### config.mk
export PLATFORM = sky130hd
export DESIGN_NAME = score_pulse_tx
export DESIGN_NICKNAME = d
export VERILOG_FILES = /design/src/rtl/game_pkg.sv /design/src/rtl/pulse_timer.sv /design/src/rtl/score_pulse_tx.sv
export SDC_FILE = /design/constraint.sdc
export NUM_CORES = 1
export LEC_CHECK = 0
export ABC_CLOCK_PERIOD_IN_PS = 8100
export CAP_MARGIN = 20
export CORE_UTILIZATION = 55
export CTS_BUF_LIST = sky130_fd_sc_hd__clkbuf_2 sky130_fd_sc_hd__clkbuf_4 sky130_fd_sc_hd__clkbuf_8
export CTS_CLUSTER_SIZE = 30
export DETAILED_ROUTE_END_ITERATION = 16
export PLACE_DENSITY = 0.86
export SLEW_MARGIN = 20
export SYNTH_ARGS = -nofsm -noshare
export SYNTH_HDL_FRONTEND = slang
export SYNTH_SLANG_ARGS = --single-unit
### constraint.sdc
create_clock -name clk -period 8.1 [get_ports clk]
set_clock_uncertainty 0.05 [all_clocks]
set_input_delay 1.215 -clock clk [delete_from_list [all_inputs] [get_ports clk]]
set_output_delay 1.215 -clock clk [all_outputs]
set_load 0.03 [all_outputs]
### src/rtl/game_pkg.sv
// Shared types and sizing for the score pulse transmitter.
package game_pkg;
    typedef enum logic [1:0] {
        ST_IDLE = 2'd0,
        ST_HIGH = 2'd1,
        ST_GAP  = 2'd2
    } state_e;

    localparam int SCORE_W    = 4;
    localparam int PEND_W     = 6;
    localparam int PEND_LIMIT = (1 << PEND_W) - 1 - ((1 << SCORE_W) - 1);

    // Width needed to hold the larger reload value (phase length minus one).
    function automatic int tmr_w(input int hi, input int gap);
        int m;
        m = (hi > gap) ? hi : gap;
        return (m > 1) ? $clog2(m) : 1;
    endfunction
endpackage

### src/rtl/pulse_timer.sv
// Loadable down-counter; done_o is high once the count has reached zero.
module pulse_timer #(
    parameter int W = 2
) (
    input  logic         clk,
    input  logic         rst_n,
    input  logic         load_i,
    input  logic [W-1:0] val_i,
    output logic         done_o
);
    logic [W-1:0] cnt_q, cnt_d;

    always_comb begin
        cnt_d = cnt_q;
        if (load_i)
            cnt_d = val_i;
        else if (cnt_q != '0)
            cnt_d = cnt_q - 1'b1;
    end

    always_ff @(posedge clk or negedge rst_n) begin
        if (!rst_n) cnt_q <= '0;
        else        cnt_q <= cnt_d;
    end

    assign done_o = (cnt_q == '0);
endmodule

### src/rtl/score_pulse_tx.sv
// Accumulates score awards and replays them as fixed-width pulses, one per point.
module score_pulse_tx
    import game_pkg::*;
#(
    parameter int PULSE_HI  = 2,
    parameter int PULSE_GAP = 2
) (
    input  logic               clk,
    input  logic               rst_n,
    input  logic [SCORE_W-1:0] get_score,
    input  logic               score_valid,
    output logic               score_ready,
    input  logic               game_end,
    output logic               score_signal,
    output logic [PEND_W-1:0]  pending,
    output logic               busy
);
    localparam int TW = tmr_w(PULSE_HI, PULSE_GAP);
    localparam logic [TW-1:0] HI_LD  = TW'(PULSE_HI - 1);
    localparam logic [TW-1:0] GAP_LD = TW'(PULSE_GAP - 1);

    state_e             state_q, state_d;
    logic               sig_q, sig_d;
    logic [PEND_W-1:0]  pend_q, pend_d;
    logic               ld, done, start, can_start, accept;
    logic [TW-1:0]      ld_val;

    assign score_ready = !game_end && (pend_q <= PEND_W'(PEND_LIMIT));
    assign accept      = score_valid && score_ready;
    assign can_start   = (pend_q != '0) && !game_end;

    pulse_timer #(.W(TW)) u_tmr (
        .clk    (clk),
        .rst_n  (rst_n),
        .load_i (ld),
        .val_i  (ld_val),
        .done_o (done)
    );

    always_comb begin
        state_d = state_q;
        sig_d   = sig_q;
        ld      = 1'b0;
        ld_val  = '0;
        start   = 1'b0;
        unique case (state_q)
            ST_IDLE: if (can_start) begin
                start = 1'b1;
            end
            ST_HIGH: if (done) begin
                state_d = ST_GAP;
                sig_d   = 1'b0;
                ld      = 1'b1;
                ld_val  = GAP_LD;
            end
            ST_GAP: if (done) begin
                // Chain straight into the next pulse so the period never stretches.
                if (can_start) start = 1'b1;
                else           state_d = ST_IDLE;
            end
            default: state_d = ST_IDLE;
        endcase
        if (start) begin
            state_d = ST_HIGH;
            sig_d   = 1'b1;
            ld      = 1'b1;
            ld_val  = HI_LD;
        end
    end

    always_comb begin
        if (game_end)
            pend_d = '0;
        else
            pend_d = pend_q + (accept ? PEND_W'(get_score) : '0) - PEND_W'(start);
    end

    always_ff @(posedge clk or negedge rst_n) begin
        if (!rst_n) begin
            state_q <= ST_IDLE;
            sig_q   <= 1'b0;
            pend_q  <= '0;
        end else begin
            state_q <= state_d;
            sig_q   <= sig_d;
            pend_q  <= pend_d;
        end
    end

    assign score_signal = sig_q;
    assign pending      = pend_q;
    assign busy         = (state_q != ST_IDLE) || (pend_q != '0);
endmodule

Word level (Yosys, flattened, before mapping)
Index checks and enable logic that the tools add are counted.

word-level totals
  bits in registers = 10
  bits of input ports = 8

cells by class
  add/subtract/negate cells = 3
  $lt $le $gt $ge = 1
  eq/ne operators = 7
  multiplexer cells = 18
  reductions and logical operators = 11

operators by type and width
  operator                                                          count
  1-bit two-way mux                                                 10
  3-bit inequality test (second input constant)                     3
  2-bit two-way mux                                                 4
  6-bit by 4-bit adder with 6-bit output                            1
  6-bit <= comparator (second input constant)                       1
  6-bit two-way mux                                                 1
  2-bit case mux with 3 select lines                                1
  6-bit nonzero test                                                1
  6-bit by 1-bit subtractor with 6-bit output                       1
  4-bit two-way mux                                                 1
  2-bit inequality test (second input constant)                     2
  4-bit AND reduction                                               1
  2-bit nonzero test                                                2
  1-bit logical AND                                                 3
  2-bit by 1-bit == test with 1-bit output (second input constant)  1
  2-bit == test (second input constant)                             1
  2-bit logical NOT                                                 1
  1-bit case mux with 2 select lines                                1
  2-bit AND reduction                                               1
  1-bit logical NOT                                                 1
  1-bit logical OR                                                  1
  1-bit subtractor (second input constant)                          1

Depth between registers and ports, before layout
  word-level depth = 7
  mapped depth = 12

Cells and area by module
From an unflattened synthesis, not the netlist that was laid out.

unflattened totals
  cell total of the unflattened synthesis = 84
  area, all modules = 778.2 sq um

by module, submodules not included
  module          instances  cells an instance  area an instance (sq um)
  score_pulse_tx  1          81                 743.2
  pulse_timer     1          3                  35.0

Worst setup path before layout
Ideal clock, no wire load.

  path kind = input-to-reg
  start = input port game_end
  end = register pend_q[4] (netlist: pending[4])
  arrival = 3.299 ns
  slack = 4.626 ns
  stages = 10
  cells stage by stage = buf_2 > a21oi_4 > nand3_1 > ha_1 > inv_1 > ha_1 > fa_1 > a21o_1 > a21oi_1 > mux2_2

between the ends
  word-level cells in the longest chain between the ends = 7

ends and longest elaborated chain
  what                                         line                  text
  start: declaration                           score_pulse_tx.sv:13  input logic game_end,
  1-bit logical NOT                            score_pulse_tx.sv:28  assign score_ready = !game_end && (pend_q <= PEND_W'(PEND_LIMIT));
  1-bit logical AND                            score_pulse_tx.sv:28
  via score_ready                              score_pulse_tx.sv:12  output logic score_ready,
  1-bit logical AND                            score_pulse_tx.sv:29  assign accept = score_valid && score_ready;
  4-bit two-way mux                            score_pulse_tx.sv:75  pend_d = pend_q + (accept ? PEND_W'(get_score) : '0) - PEND_W'(start);
  6-bit by 4-bit adder with 6-bit output       score_pulse_tx.sv:75
  6-bit by 1-bit subtractor with 6-bit output  score_pulse_tx.sv:75
  6-bit two-way mux                            score_pulse_tx.sv:72  if (game_end)
  via pend_d[4]                                score_pulse_tx.sv:24  logic [PEND_W-1:0] pend_q, pend_d;
  end signal: assignment                       score_pulse_tx.sv:86  pend_q <= pend_d;
  end: declaration                             score_pulse_tx.sv:24

The timed path passes the listed nets, and every way through them passes these cells.
A chain may end at the register's enable or synchronous reset.

Worst setup path in the final report
  start = input port game_end
  end = output port score_ready

between the ends
  word-level cells in the longest chain between the ends = 2

ends and longest elaborated chain
  what               line
  1-bit logical NOT  score_pulse_tx.sv:28
  1-bit logical AND  score_pulse_tx.sv:28
  end: declaration   score_pulse_tx.sv:12

No other way between the ends.

==> summary.txt <==
Job
  – Max cap viols: 0

Clock tree
  – Setup bufs post-CTS: 0
  – Post_cts resized: 0
  – Maximum clock path buffer count: 2
  – Clock sink count: 10
  – Total CTS buffers: 3
  – H-tree levels: 1
  – Later-pin clock latency in the skew report: 0.26 ns
  – CTS tree: yes
  – Clock root buffer master: clkbuf_4
  – Hold buffer count at cts: 0
  – Clock-pin slew on the worst setup and hold paths: 0.06 ns

Worst setup path
  – Launch instance of the worst register-to-register path: pending[3]
  – Crit-path max cell delay: 0.71 ns
  – Critical path data required time: 6.84 ns
  – Reg2reg end: pending[4]
  – Critical Path AT: 2.82 ns
  – Worst-case reg-to-reg path depth: 10
  – Crit-path slowest cell: clkdlybuf4s50_1
  – Worst-path cell chain: clkdlybuf4s50_1 -> a21oi_4 -> clkdlybuf4s50_1
  – Crit end category: output pin
  – Reg2Reg Setup Slack: 5.00 ns
  – Crit path top cell by count: clkdlybuf4s50_1
  – Setup CP Type: in -> out
  – Peak fanout along the critical path: 12
  – Type of origin of the critical path: input port

STA
  – Slew Viols, Final: 0
  – Post-route setup slack: 4.02 ns
  – Min Tclk post-route: 4.08 ns
  – Worst slew pin tran: 0.441 ns
  – TNS Setup: 0 ns
  – Final Hold Vio Count: 0
  – Fin crit share: 50.4%
  – Max Fclk: 0.245 GHz
  – Final setup violating endpoints: 0
  – Worst slew margin: 70.5%
  – RSZ-0062 raised after global routing: false
  – Hold slack: 0.452 ns

Final layout
  – Cell area after layout: 947 sq um
  – Antenna diodes: 0
  – Synth-to-Final Area Change: 26.0%
  – Layout Cells excl Fill: 112
  – Layout cells sized above 1: 8.16%
  – Util after Layout: 79.9%
  – NumNets Final: 120

Drt
  – ANT nets after route: 0
  – 1st-pass router iterations: 2
  – DRC: 0
  – DR iter-0 viols: 15
  – WL final: 1.62 mm
  – Via density: 5.71
  – DR WL/cell: 14.5 microns
  – Via count: 640

Synthesis
  – Most common cell in the netlist: inv_1
  – Synthesized area per cell: 9.40 sq um
  – Synth top area share: 33.3%
  – Netlist Area Pre-Place: 752 sq um
  – FF+latch count, synth: 10
  – Post-synth top cells: 16 x inv_1, 11 x ha_1, 10 x dfrtp_1
  – Yosys top cell by area: dfrtp_1
  – Post-synthesis sequential area ratio: 33.3%
  – Library cells used by synthesis: 29
  – Synth top area cells: dfrtp_1 33%, ha_1 18%, inv_1 8.0%
  – Syn Inst Count: 80
  – Async set-reset flop share out of synthesis: 100%
  – Syn_nets: 100
  – Ys Warns: 0
  – EDFF count, synth: 0
  – Main flop type after synthesis: dfrtp_1

GRT
  – GR Overflow Total: 0
  – Total track usage: 27.9%
  – Initial antenna violation count: 0
  – Vias in the first global route: 612
  – First-pass GRT wire length: 2.63 mm
  – Pin count of the biggest net entering global routing: 13

Hold path
  – Min-delay worst type: reg -> reg
  – Hold Crit Start: state_q[0]
  – Worst hold endpoint: state_q[1]
  – Hold path depth: 1

Pwr
  – PD cells: 439 nW/um^2
  – Max VDD drop: 0.000292 V
  – Tot Pwr: 0.416 mW
  – Leak Pwr: 0.459 nW

Die
  – Initial Utilization: 63.4%
  – Total I/O pin count: 17
  – Die X: 39.0 microns
  – DIE HEIGHT: 39.0 microns
  – Die area: 1520 sq um
  – Row cnt: 12
  – Core Box Area: 1190 sq um

Place
  – Detailed-placement wirelength estimate: 1.33 mm
  – Area post-placement: 925 sq um
  – Buffers on Ports: 16
  – Gpl congestion: 0.795
  – Pre-CTS setup slack: 3.97 ns
  – Placed cells: 109

Run status
  – Status: finished, final reports clean
registers in the layout, summed over array words and instances (netlist names):
name          flops
score_signal      1
pending           6
state_q           2
u_tmr.cnt_q       1
worst max-delay path by stage:
stage	end	slack, ns	startpoint	cells past startpoint
2_1_floorplan	pending[4]	4.63	game_end	10
3_3_place_gp	pending[4]	3.99	game_end	11
3_5_place_dp	pending[4]	3.97	game_end	11
4_1_cts	score_ready	4.04	game_end	3
5_1_grt	score_ready	3.98	game_end	3
6_report	score_ready	4.02	game_end	3
power breakdown:
part / switching [mW] / internal (mW) / total (mW)
combinational: 0.160 / 0.129 / 0.288
sequential: 0.0208 / 0.0743 / 0.0952
clock: 0.0157 / 0.0171 / 0.0328
total: 0.196 / 0.220 / 0.416
cells by family (layout without fill, tap and decap cells):
group	Yosys count	count (layout)	share of synthesized area [%]
AOI/OAI and AO/OA	15	15	14.5
buffers and inverters	17	35	8.65
DFF	10	10	33.3
and+or+nand+nor	24	24	20.0
muxes	1	1	1.50
adders and majority gates	12	12	21.0
xor gates and xnor gates	1	1	1.16
critical path, delay by kind of cell:
kind            cells  cell delay, ns
compound gates      1            0.28
buf+inv             2            1.32
area by class of cell:
class                      count  area, sq um
tap                           14         17.5
fill                          83          239
clock buffer                   3         22.5
inverter                      16         60.1
sequential                    10          250
timing repair buffer          16          160
multi-input combinational     53          437
layer usage:
layer	vias to the layer above	routed length, microns	track usage [%]
met2	22	806	48.8
met3	4	88	11.6
met5	-	0	0
li1	316	-	-
met4	0	30	7.76
met1	298	694	30.6
placed cells by master, fill, tap and decap left out, drive strengths merged:
cell type / n
nor2: 3
a21o: 2
or4: 3
nand2: 3
a21oi: 3
o31ai: 1
nand3: 4
nor2b: 3
nor3: 1
fa: 1
nand2b: 1
a211oi: 2
clkdlybuf4s50: 16
ha: 11
clkbuf: 3
mux2: 1
xnor2: 1
o211ai: 1
inv: 16
or3: 3
and4b: 1
nor4: 1
nand3b: 1
dfrtp: 10
o2111ai: 1
o21ai: 4
a311oi: 1
Note: power is estimated with default switching activity, not from simulation.
